--- src/rtl/ahb_s2m_mux.sv ---
// AHB slave-to-master return mux: latches the data-phase slave select, routes the
// selected slave's response to the master, and hosts the default slave for unmapped transfers.
module ahb_s2m_mux #(
    parameter int unsigned DATA_WIDTH   = 32,
    parameter int unsigned HSLV_NUM     = 5,
    parameter int unsigned HSLV_LEN     = 32,
    parameter int unsigned ERRCNT_WIDTH = 16
) (
    input  logic                    hclk,
    input  logic                    hreset,
    input  logic [HSLV_NUM-1:0]     hsel_i,
    input  logic                    hsel_vld_i,
    input  logic [1:0]              htrans_i,
    input  logic [DATA_WIDTH-1:0]   hrdata_i    [0:HSLV_LEN-1],
    input  logic                    hreadyout_i [0:HSLV_LEN-1],
    input  logic                    hresp_i     [0:HSLV_LEN-1],
    output logic [DATA_WIDTH-1:0]   hrdata_o,
    output logic                    hready_o,
    output logic                    hresp_o,
    output logic [HSLV_NUM-1:0]     dsel_o,
    output logic [ERRCNT_WIDTH-1:0] err_cnt_o
);

    localparam int unsigned IDX_W = (HSLV_LEN > 1) ? $clog2(HSLV_LEN) : 1;
    localparam int unsigned CMP_W = HSLV_NUM + 1;

    typedef enum logic [1:0] {
        ST_IDLE = 2'd0,
        ST_SLV  = 2'd1,
        ST_ERR1 = 2'd2,
        ST_ERR2 = 2'd3
    } state_t;

    state_t            state;
    logic              mapped;
    logic              active;
    logic [IDX_W-1:0]  dsel_idx;

    // Out-of-range indices are folded into "unmapped" so dsel_o never leaves the port range.
    assign mapped   = hsel_vld_i && (CMP_W'(hsel_i) < CMP_W'(HSLV_LEN));
    assign active   = htrans_i inside {2'b10, 2'b11};
    assign dsel_idx = IDX_W'(dsel_o);

    // State, data-phase select and saturating error counter.
    always_ff @(posedge hclk or posedge hreset) begin
        if (hreset) begin
            state     <= ST_IDLE;
            dsel_o    <= '0;
            err_cnt_o <= '0;
        end else if (state == ST_ERR1) begin
            state <= ST_ERR2;
        end else if (hready_o) begin
            if (mapped) begin
                state  <= ST_SLV;
                dsel_o <= hsel_i;
            end else if (active) begin
                state <= ST_ERR1;
                if (err_cnt_o != '1) begin
                    err_cnt_o <= err_cnt_o + ERRCNT_WIDTH'(1);
                end
            end else begin
                state <= ST_IDLE;
            end
        end
    end

    // Response routing; default slave answers OKAY/ERROR with zero read data.
    always_comb begin
        hrdata_o = '0;
        hready_o = 1'b1;
        hresp_o  = 1'b0;
        case (state)
            ST_SLV: begin
                hrdata_o = hrdata_i[dsel_idx];
                hready_o = hreadyout_i[dsel_idx];
                hresp_o  = hresp_i[dsel_idx];
            end
            ST_ERR1: begin
                hready_o = 1'b0;
                hresp_o  = 1'b1;
            end
            ST_ERR2: begin
                hresp_o  = 1'b1;
            end
            default: ;
        endcase
    end

endmodule

--- config.mk ---
export PLATFORM = sky130hd
export DESIGN_NAME = ahb_s2m_mux
export DESIGN_NICKNAME = d
export VERILOG_FILES = /design/src/rtl/ahb_s2m_mux.sv
export SDC_FILE = /design/constraint.sdc
export NUM_CORES = 1
export LEC_CHECK = 0
export ABC_AREA = 1
export CORE_AREA = 2 2 449 451
export DETAILED_ROUTE_END_ITERATION = 8
export DIE_AREA = 0 0 451 453
export PLACE_DENSITY = 0.3
export SLEW_MARGIN = 20
export SYNTH_ARGS = -nofsm -noshare
export SYNTH_HDL_FRONTEND = slang
export SYNTH_SLANG_ARGS = --single-unit
--- constraint.sdc ---
create_clock -name hclk -period 4.1 [get_ports hclk]
set_input_delay 0.82 -clock hclk [delete_from_list [all_inputs] [get_ports hclk]]
set_output_delay 0.82 -clock hclk [all_outputs]
set_load 0.05 [all_outputs]
==> summary.txt <==
Outcome
  – Outcome: finished, final reports clean

Route
  – Total wire length: 173,000 um
  – DRC viols: 0
  – WL/cell: 29.4 um
  – Final ANT Viol Nets: 0
  – 1st-pass router iterations: 5
  – Vias per inst: 3.61
  – Initial DRC Count: 1,561
  – Vias: 21,200

Yosys
  – Post-synth top area share: 23.3%
  – Area of the mapped netlist: 11,100 sq um
  – Post-synthesis async set-or-reset flop share: 100%
  – Distinct cells, synth: 35
  – Synth warn: 0
  – Sequential-to-total area share from yosys stat: 5.18%
  – Synth area leader: o21ai_0
  – Gate Count Post-Synth: 2,121
  – Yosys reg bits: 23
  – Post-Syn Nets: 3,220
  – Count leader, synth: nor2_1
  – Synth Area per Inst: 5.24 sq um
  – Most used flip-flop cell after synthesis: dfrtp_1
  – Synth top area cells: o21ai_0 (23%), nor2_1 (19%), o221ai_1 (16%)
  – EDFF count, synth: 0
  – Commonest cells in the netlist: nor2_1 (572), o21ai_0 (517), o221ai_1 (207)

CTS
  – CTS Buf Count: 3
  – CTS root buf: clkbuf_16
  – Clock Path Buffers: 2
  – CTS clk-pin slew, worst paths: 0.07 ns
  – Worst-Skew Late Latency: 0.27 ns
  – CTS sink count: 23
  – Clock H-tree levels: 1
  – Hold buffer count at cts: 0
  – CTS tree: yes

Critical path
  – Slowest-stage cell, CP: dfrtp_4
  – Worst Path Required: 3.28 ns
  – Critical path class: reg2out
  – Slowest Stage Delay on Critical Path: 0.55 ns
  – Crit-path max FO: 84
  – Levels on crit path: 10
  – Crit start category: flip-flop
  – Most frequent CP cell: buf_12
  – Worst-path cell chain: buf_12 > buf_12 > o21ai_0 > o221ai_2 > buf_4 > nand3_1 > nand3_1 > nand2_1 > a21oi_1 > buf_12
  – Worst path bufs/invs: 4
  – Crit-path leading delay family: compound AO/OA/AOI/OAI gates
  – Worst R2R Path Depth: 13
  – CP endpoint kind: primary output
  – Worst Path Arrival: 3.14 ns

Global routing
  – Vias in the first global route: 21,000
  – First-pass GRT wire length: 215,000 um
  – All-Layer GR Usage: 15.8%
  – Initial antenna violation count: 101
  – Largest net degree at the start of global routing: 85
  – Grt ovf: 0

Floorplan
  – # IOs: 1,153
  – Die area: 204,000 sq um
  – Die height: 453 um
  – Initial Utilization: 5.58%
  – Die width: 451 um
  – Core box area: 199,000 sq um
  – Num rows: 164

STA
  – Worst-Margin Slew: 0.978 ns
  – Final hold violation count: 0
  – Min cycle time layout: 3.96 ns
  – Setup Viol. Count Final: 0
  – Final Cycle Share: 96.5%
  – Slew Limit Fails: 0
  – Worst setup margin: 0.145 ns
  – Normalized max-slew margin: 34.8%
  – Final Skew: 0.00664 ns
  – Total negative slack: 0 ns
  – Worst Hold Slack: 0.552 ns
  – Fmax: 253 MHz

Power
  – Worst VDD drop: 0.387 mV
  – Leak Pwr: 9.16 nW
  – Power density over cell area: 687 nW/um^2

Place
  – RD Place Congestion: 0.892
  – Port Buffer Count: 1,151
  – Place WS: -0.215 ns
  – DPL Wire Length: 146,000 um
  – Cells after DPL: 5,839

Min path
  – Hold crit path type: reg2reg
  – Hold depth: 2

Cells and area
  – Post-Layout Cell Count: 5,885
  – Fin nets: 4,297
  – Share of layout cells above drive strength 1: 7.23%
  – Fill cell count: 23,100
  – Seq. cell area: 594 sq um
  – Area grow syn2layout: 143%
  – Util after Layout: 13.6%
  – Footprint of the multi-input gates: 9240 sq um

Run
  – Max-cap check violation count: 0
-- sequential cells by signal, summed over array words and instances, names as in the netlist --
| signal | cells |
|---|---|
| state | 2 |
| dsel_o | 5 |
| err_cnt_o | 16 |
-- placed cells by master, fill, tap and decap left out, types with 4 or more instances in the layout --
master	count
a21oi_1	43
a31oi_1	20
buf_12	63
buf_4	120
buf_6	5
clkbuf_16	4
clkdlybuf4s50_1	1117
dfrtp_1	18
dfrtp_4	5
diode_2	32
inv_1	40
nand2_1	161
nand2_2	5
nand3_1	139
nand4_1	25
nor2_1	570
o21ai_0	516
o21ai_1	43
o221ai_1	204
o22ai_1	43
xnor2_1	6
xor2_1	7
-- timing repair --
item | in CTS | in global routing
gates cloned | 1 | 2
setup endpoints to repair | 24 | 18
buffers inserted | 4 | 3
resized for setup | 17 | 12
pin swaps | 0 | 1
-- layer usage --
layer / GRT usage (%) / share of wire, %
met1: 18.3 / 39
met5: 0 / 0.16
met3: 3.56 / 6.6
met4: 2.24 / 1.3
met2: 29.7 / 53
-- layout make-up --
| class | count | share of cell area [%] |
|---|---|---|
| clock inverters | 1 | 0.0277 |
| diodes | 32 | 0.296 |
| well taps | 2656 | 12.3 |
| repair buffers | 1309 | 49.9 |
| flip-flops and latches | 23 | 2.20 |
| repair inverters | 2 | 0.0740 |
| multi-input cells | 1814 | 34.1 |
| inverters | 45 | 0.828 |
| clock buffers | 3 | 0.277 |
-- final timing paths --
path / from / end / slack, ns
worst max-delay path: dsel_o[1] / hrdata_o[20] / 0.14
worst min-delay path: err_cnt_o[1] / err_cnt_o[1] / 0.55
worst max register to register: dsel_o[0] / err_cnt_o[7] / 1.16
worst min register to register: err_cnt_o[1] / err_cnt_o[1] / 0.55
min in group asynchronous: hreset / state[0] / 0.94
max in group asynchronous: hreset / dsel_o[3] / 2.73
-- worst min-delay path: cells and delay by family (launching register included) --
kind / cells / cell delay (ns)
flip-flops: 1 / 0.40
AND/OR/NAND/NOR: 2 / 0.12
-- through the flow --
stage,instance area [sq um],power (mW)
finish,27100,18.6
global route,27000,20.1
CTS,26900,19.3
detailed placement,26700,18.8
global placement,26600,18.8
floorplan,11100,8.16
-- report_power, final --
part	internal [mW]	switching, mW	leakage (nW)	total [mW]
sequential	0.292	0.241	0.298	0.533
combinational	6.06	11.8	8.82	17.8
clock	0.133	0.0985	0.0373	0.231
total	6.48	12.1	9.16	18.6
-- kinds of logic (layout without fill, tap and decap cells) --
family | Yosys count | in the layout | share of synthesized area [%]
flops | 23 | 23 | 5.18
compound gates | 887 | 887 | 47.8
fa+ha+maj | 1 | 1 | 0.113
xor+xnor | 13 | 13 | 1.02
other cells | 0 | 32 | 0
buf+inv | 284 | 1360 | 12.6
simple gates | 913 | 913 | 33.3
Note: power is estimated with default switching activity, not from simulation.
